<file path="config.mk">
export PLATFORM = sky130hd
export DESIGN_NAME = lfsr_monitor_flat
export DESIGN_NICKNAME = d
export VERILOG_FILES = /design/src/rtl/lfsr_monitor_if.sv /design/src/rtl/lfsr_monitor.sv /design/src/flat_wrapper.sv
export SDC_FILE = /design/constraint.sdc
export NUM_CORES = 1
export LEC_CHECK = 0
export BUFFER_PORTS_ARGS = -buffer_cell sky130_fd_sc_hd__clkbuf_2
export CELL_PAD_IN_SITES_DETAIL_PLACEMENT = 1
export CELL_PAD_IN_SITES_GLOBAL_PLACEMENT = 2
export CORE_UTILIZATION = 34
export CTS_BUF_LIST = sky130_fd_sc_hd__clkbuf_16
export DETAILED_ROUTE_END_ITERATION = 10
export PLACE_DENSITY_LB_ADDON = 0.1
export SETUP_SLACK_MARGIN = 0.15
export SKIP_CTS_REPAIR_TIMING = 1
export SLEW_MARGIN = 5
export SYNTH_ARGS = -nofsm -noshare
export SYNTH_HDL_FRONTEND = slang
export SYNTH_SLANG_ARGS = --single-unit
export TNS_END_PERCENT = 100
</file>
<file path="constraint.sdc">
create_clock -name clk -period 2.15 [get_ports clk]
set_input_delay 0.645 -clock clk [delete_from_list [all_inputs] [get_ports clk]]
set_output_delay 0.645 -clock clk [all_outputs]
set_load 0.05 [all_outputs]
</file>
<file path="src/rtl/lfsr_monitor_if.sv">
// Bundles the monitored LFSR word, the request/acknowledge inputs and the result outputs.
// Latency: none, because this file only declares wires.
// Backpressure: none in the bundle; a held result waits for ack.
// Ports: q/start/ack are driven by the master side; period/busy/done/stuck/overflow by the slave.
interface lfsr_monitor_if #(
    parameter int WIDTH = 3,
    parameter int PW    = 4
);
    logic [WIDTH-1:0] q;
    logic             start;
    logic             ack;
    logic [PW-1:0]    period;
    logic             busy;
    logic             done;
    logic             stuck;
    logic             overflow;

    modport master (
        output q, start, ack,
        input  period, busy, done, stuck, overflow
    );

    modport slave (
        input  q, start, ack,
        output period, busy, done, stuck, overflow
    );
endinterface

</file>
<file path="src/rtl/lfsr_monitor.sv">
// Measures the repeat period of an LFSR state word and flags lock-up and counter overflow.
// Latency: the result is registered on the edge that samples the repeat, the lock-up or the counter limit.
// Backpressure: the result is held in DONE/STUCK until ack; start is ignored until the FSM returns to IDLE.
// Ports: clk, set (synchronous active-high reset), mon (slave side of lfsr_monitor_if).
module lfsr_monitor #(
    parameter int WIDTH = 3,
    parameter int PW    = 4
) (
    input  logic          clk,
    input  logic          set,
    lfsr_monitor_if.slave mon
);

    typedef enum logic [1:0] {
        IDLE    = 2'd0,
        MEASURE = 2'd1,
        DONE    = 2'd2,
        STUCK   = 2'd3
    } state_t;

    localparam logic [PW-1:0] CNT_ONE = PW'(1);
    localparam logic [PW-1:0] CNT_MAX = {PW{1'b1}};

    state_t           state_q;
    logic [PW-1:0]    cnt_q;
    logic [PW-1:0]    cnt_d;
    logic [WIDTH-1:0] seed_q;
    logic [WIDTH-1:0] q_prev_q;
    logic [PW-1:0]    period_q;
    logic             busy_q;
    logic             done_q;
    logic             stuck_q;
    logic             overflow_q;

    logic             same_as_prev;
    logic             same_as_seed;

    always_comb begin
        cnt_d = cnt_q + CNT_ONE;
    end

    // Lock-up is tested against the previous sample, so it also fires on the
    // first MEASURE edge when q never moved after the start edge.
    assign same_as_prev = (mon.q == q_prev_q);
    assign same_as_seed = (mon.q == seed_q);

    always_ff @(posedge clk) begin
        if (set) begin
            state_q    <= IDLE;
            cnt_q      <= '0;
            seed_q     <= '0;
            q_prev_q   <= '0;
            period_q   <= '0;
            busy_q     <= 1'b0;
            done_q     <= 1'b0;
            stuck_q    <= 1'b0;
            overflow_q <= 1'b0;
        end else begin
            q_prev_q <= mon.q;
            case (state_q)
                IDLE: begin
                    if (mon.start) begin
                        seed_q  <= mon.q;
                        cnt_q   <= CNT_ONE;
                        busy_q  <= 1'b1;
                        state_q <= MEASURE;
                    end
                end
                MEASURE: begin
                    // Priority: lock-up, then return to seed, then counter limit.
                    if (same_as_prev) begin
                        period_q <= CNT_ONE;
                        stuck_q  <= 1'b1;
                        busy_q   <= 1'b0;
                        state_q  <= STUCK;
                    end else if (same_as_seed) begin
                        period_q <= cnt_q;
                        done_q   <= 1'b1;
                        busy_q   <= 1'b0;
                        state_q  <= DONE;
                    end else if (cnt_q == CNT_MAX) begin
                        // The counter stops here instead of wrapping.
                        period_q   <= '0;
                        overflow_q <= 1'b1;
                        done_q     <= 1'b1;
                        busy_q     <= 1'b0;
                        state_q    <= DONE;
                    end else begin
                        cnt_q <= cnt_d;
                    end
                end
                DONE, STUCK: begin
                    // A start on the ack edge is dropped; period is kept for IDLE.
                    if (mon.ack) begin
                        done_q     <= 1'b0;
                        stuck_q    <= 1'b0;
                        overflow_q <= 1'b0;
                        state_q    <= IDLE;
                    end
                end
                default: begin
                    state_q <= IDLE;
                end
            endcase
        end
    end

    assign mon.period   = period_q;
    assign mon.busy     = busy_q;
    assign mon.done     = done_q;
    assign mon.stuck    = stuck_q;
    assign mon.overflow = overflow_q;

endmodule

</file>
<file path="src/flat_wrapper.sv">
// flat-port wrapper written by rule: the top's interface ports become plain ports
module lfsr_monitor_flat 
#(
    parameter int WIDTH = 3,
    parameter int PW    = 4
)
  (clk, set, mon_q, mon_start, mon_ack, mon_period, mon_busy, mon_done, mon_stuck, mon_overflow);
  lfsr_monitor_if #(.WIDTH(WIDTH), .PW(PW)) mon_i ();
  input  logic clk;
  input  logic set;
  input wire logic [$bits(mon_i.q)-1:0] mon_q;
  input wire logic [$bits(mon_i.start)-1:0] mon_start;
  input wire logic [$bits(mon_i.ack)-1:0] mon_ack;
  output wire logic [$bits(mon_i.period)-1:0] mon_period;
  output wire logic [$bits(mon_i.busy)-1:0] mon_busy;
  output wire logic [$bits(mon_i.done)-1:0] mon_done;
  output wire logic [$bits(mon_i.stuck)-1:0] mon_stuck;
  output wire logic [$bits(mon_i.overflow)-1:0] mon_overflow;
  assign mon_i.q = mon_q;
  assign mon_i.start = mon_start;
  assign mon_i.ack = mon_ack;
  assign mon_period = mon_i.period;
  assign mon_busy = mon_i.busy;
  assign mon_done = mon_i.done;
  assign mon_stuck = mon_i.stuck;
  assign mon_overflow = mon_i.overflow;
  lfsr_monitor #(.WIDTH(WIDTH), .PW(PW)) u_core (.clk(clk), .set(set), .mon(mon_i));
endmodule
</file>
* After elaboration in Yosys (flattened, before gate mapping)
Cells that the tools add are included.
** Word-level totals
- Input bits :: 7
- Word-level logic and storage cells :: 67
- Output and inout port bits :: 8
- Register bits after elaboration :: 20
** Operators by class
- $add $sub $neg :: 1
- Mux-type cells :: 29
- Equality and inequality tests :: 15
- Reductions and logical operators :: 13
** Operators by type and width (count)
- 4-bit two-way mux :: 7
- 1-bit two-way mux :: 11
- 2-bit two-way mux :: 5
- 2-bit != test (second input constant) :: 5
- 5-bit AND reduction :: 2
- 3-bit AND reduction :: 3
- 1-bit one-hot mux with 2 select lines :: 4
- 4-bit one-hot mux with 2 select lines :: 1
- 3-bit equality test :: 2
- 2-bit one-hot mux with 3 select lines :: 1
- 4-bit by 1-bit adder with 4-bit output (second input constant) :: 1
- 2-bit equality test (second input constant) :: 2
- 4-bit equality test (second input constant) :: 1
- 2-bit by 1-bit != test with 1-bit output (second input constant) :: 2
- 4-bit by 1-bit != test with 1-bit output (second input constant) :: 1
- 2-bit AND reduction :: 2
- 4-bit AND reduction :: 1
- 2-bit nonzero test :: 2
- 3-bit by 1-bit != test with 1-bit output (second input constant) :: 1
- 3-bit nonzero test :: 1
- 2-bit by 1-bit equality test with 1-bit output (second input constant) :: 1
- 2-bit logical NOT :: 1
- 2-bit OR reduction :: 1

* Logic depth before layout (Yosys ltp)
- Depth after elaboration :: 5
- Depth in mapped cells :: 5

* Least setup slack after synthesis
No wires, ideal clock.
- Path type :: input to register
- Start point :: input port mon_q[2]
- End point :: register u_core.period_q[1], in the netlist u_core.mon.period[1]
- Data required time :: 2.033 ns
- Library setup time :: 0.117 ns
- Setup slack :: 0.401 ns
- Data arrival time :: 1.632 ns
- Cell stages on the path :: 4
- Cells stage by stage :: xor2_1 > nor3_1 > o31ai_4 > a32o_2
** On the way
- Cells in the longest elaborated chain, start to end :: 3
- Elaborated cells on any way between the ends :: 6
** Ends and longest elaborated chain
- start, declared :: RTL line flat_wrapper.sv:11 : input wire logic [$bits(mon_i.q)-1:0] mon_q;
- 3-bit equality test (on tied branches) :: RTL line lfsr_monitor.sv:45, lfsr_monitor.sv:44
- 3-bit nonzero test (no source line) / 4-bit two-way mux (equally long branches)
- 2-bit AND reduction (no source line) / 4-bit two-way mux (equally long branches)
- end signal, assigned :: RTL line lfsr_monitor.sv:77 : period_q <= cnt_q;
- end, declared :: RTL line lfsr_monitor.sv:29 : logic [PW-1:0] period_q;
Parallel ways exist; a longest one is shown, timed or not.
A chain may end at the register's enable or synchronous reset.

* Final worst setup path
- Start point :: input port mon_q[2]
- End point :: register u_core.period_q[2], in the netlist u_core.mon.period[2]
The elaborated chain is that of the path after synthesis.

==> results.ini <==
[worst_setup_path]
max_stage_delay_ns=0.55
worstPathArrival_ns=1.93
crit_chain=clkbuf_2, xor2_1, nor3_1, o31ai_4, a32o_2
critical_path_class=primary input to flop
slowest_stage=nor3_1
startpoint_type=primary input
crit_fanout=6
r2r_start=u_core.cnt_q[0]
endpoint_kind=flop
worstSetupStartpoint=mon_q[2]
critPathRequiredTime_ns=2.29

[synth]
synth_top_cell_by_area=dfxtp_1
syn_nets=104
avgSynthCellArea_um2=9.94
seq_area_frac_synth_pct=41.9
synth_area_leaders=dfxtp_1, xor2_1, mux2i_1
post_synth_num_cell_types=39
post-synth-top-count-cell=dfxtp_1
yosys-top-cells-count=dfxtp_1, nor2_1, nand2_1, xor2_1, nor2b_1
synth_edf_count=0
syn_inst=96
synth_ff_type=dfxtp_1
netlist.area_leader.share_pct=41.9
yosysWarnings=0
syn_area_um2=955
async_flop_share_pct=0
ys_seq_elements=20

[detailed_routing]
drt-initial-drc-count=3
dr.pass1.iters=2
postRouteAntennaNets=0
vias_per_cell=5.57
wl_per_cell_um=15.3
drc=0
routed_wl_mm=2.22
vias=807

[sta]
slew_headroom_pct=58.3
clock_skew_ns=0.00203
setup_viol=0
period_needed_ns=1.78
hold_viol_final=0
setup_slack_ns=0.366
period_share_pct=83.0
slew_viol_final=0
worst_slew_pin_slew_ns=0.621
rsz0062_at_grt=no
tns_ns=0
fmax_ghz=0.560

[die]
die_h_um=55.0
ioPinCount=15
rows=18
start_util_pct=37.2
die_w_um=55.0
placeableCoreArea_um2=2570
dieArea_um2=3020

[hold_path]
hold_start=u_core.mon.period[0]
min_path_type=flop to flop

[power]
swShare_pct=27.6
leakage_nw=0.488
power.switching_mw=0.266
p_comb_share_pct=17.3
peakVddDrop_mv=0.439
powerDensity_nw_per_um2=838
p_seq_share_pct=42.6
p_clk_share_pct=40.1
p_int_mw=0.699

[cts]
cts_sinks=20
cts_root_buffer=clkbuf_16
cts_max_path_buffers=2
cts_inserted_buffers=3
htree_num_levels=1
cts_tree=built
clkTransAtPathRegs_ns=0.06
clock_latency_ns=0.25

[place]
dp_cells=141
detailed_place_hpwl_mm=1.67
gp_congestion=0.781
portBuffers=14
pre_cts_ws_ns=0.0908

[cells_and_area]
multi_input_area_um2=531
layout-drive-gt1-share_pct=24.3
nets=124
instances_no_fill=145
n_antenna_cell=0
regArea_um2=400
fillerInstances=309
syn2layout_area_growth_pct=20.6
fin_util_pct=44.8

[global_route]
grt_max_degree=13
grt_pass1_wl_mm=3.57
grt_pass1_vias=770
antenna_found_initial=0
grt_overflow=0
track_usage_pct=17.2

[run]
max-cap-violations=0

[outcome]
run_status=finished, final reports clean

==> power groups by stage <==
stage	registers (mW)	clock network, mW	logic (mW)
after global routing	0.414	0.409	0.182
after CTS	0.411	0.398	0.168
final	0.411	0.387	0.167
after floorplan	0.434	0	0.101
after detailed placement	0.419	0	0.168
after global placement	0.418	0	0.166
==> path summary, 6_finish.rpt <==
check / endpoint / slack (ns) / depth (start not counted)
worst min-delay path: u_core.mon.period[0] / 0.46 / 2
worst max register to register: u_core.state_q[0] / 0.44 / 5
worst max-delay path: u_core.mon.period[2] / 0.37 / 5
worst min register to register: u_core.mon.period[0] / 0.46 / 2
==> area by class of cell <==
type	count	area share, %
clock buffers	3	6.52
clock inverters	1	0.326
inverters	1	0.326
multi-input cells	72	46.1
flip-flops and latches	20	34.8
well taps	30	3.26
repair buffers	18	8.70
==> sequential cells by signal (all words and copies together) (netlist names) <==
register / cells
u_core.state_q: 2
u_core.cnt_q: 4
u_core.mon.period: 4
u_core.mon.stuck: 1
u_core.q_prev_q: 3
u_core.mon.overflow: 1
u_core.seed_q: 3
u_core.mon.done: 1
u_core.mon.busy: 1
==> cell usage in the layout, fill, tap and decap left out, drive strengths merged, types with 2 or more instances in the layout <==
| cell | instances |
|---|---|
| nor3 | 2 |
| nor2 | 8 |
| dfxtp | 20 |
| nand4 | 2 |
| nand2 | 6 |
| a31oi | 2 |
| or3 | 2 |
| clkbuf | 17 |
| and3 | 2 |
| a211oi | 3 |
| mux2i | 4 |
| nor2b | 5 |
| nand2b | 4 |
| o21ai | 2 |
| nor4 | 3 |
| buf | 4 |
| a32o | 3 |
| a21oi | 3 |
| xor2 | 6 |
==> critical path, delay by kind of cell <==
kind / cells / cell delay (ns)
and+or+nand+nor: 1 / 0.55
AOI/OAI and AO/OA: 2 / 0.45
xor gates and xnor gates: 1 / 0.17
buffers and inverters: 1 / 0.12
==> metrics by stage <==
step	hold slack, ns	instance area, µm²	power [mW]
after floorplan	0.481	955	0.535
after global placement	0.447	1070	0.584
after detailed placement	0.461	1070	0.587
after CTS	0.469	1150	0.978
after global routing	0.482	1150	1.00
final	0.463	1150	0.965
==> cell families after synthesis <==
family,Yosys count,share of synthesized area (%)
simple gates,38,24.2
compound gates,23,20.3
flops,20,41.9
xor+xnor,6,5.50
buf+inv,4,2.49
mux,4,4.19
fa+ha+maj,1,1.31
==> routing by layer <==
| metal | vias up | routed length [µm] | GRT usage (%) |
|---|---|---|---|
| met5 | - | 0 | 0 |
| met4 | 0 | 39 | 8.33 |
| met3 | 4 | 63 | 4.37 |
| met2 | 14 | 1040 | 27.9 |
| met1 | 393 | 1080 | 21.0 |
| li1 | 396 | - | - |
No activity file was read; power rests on OpenSTA's default activity.
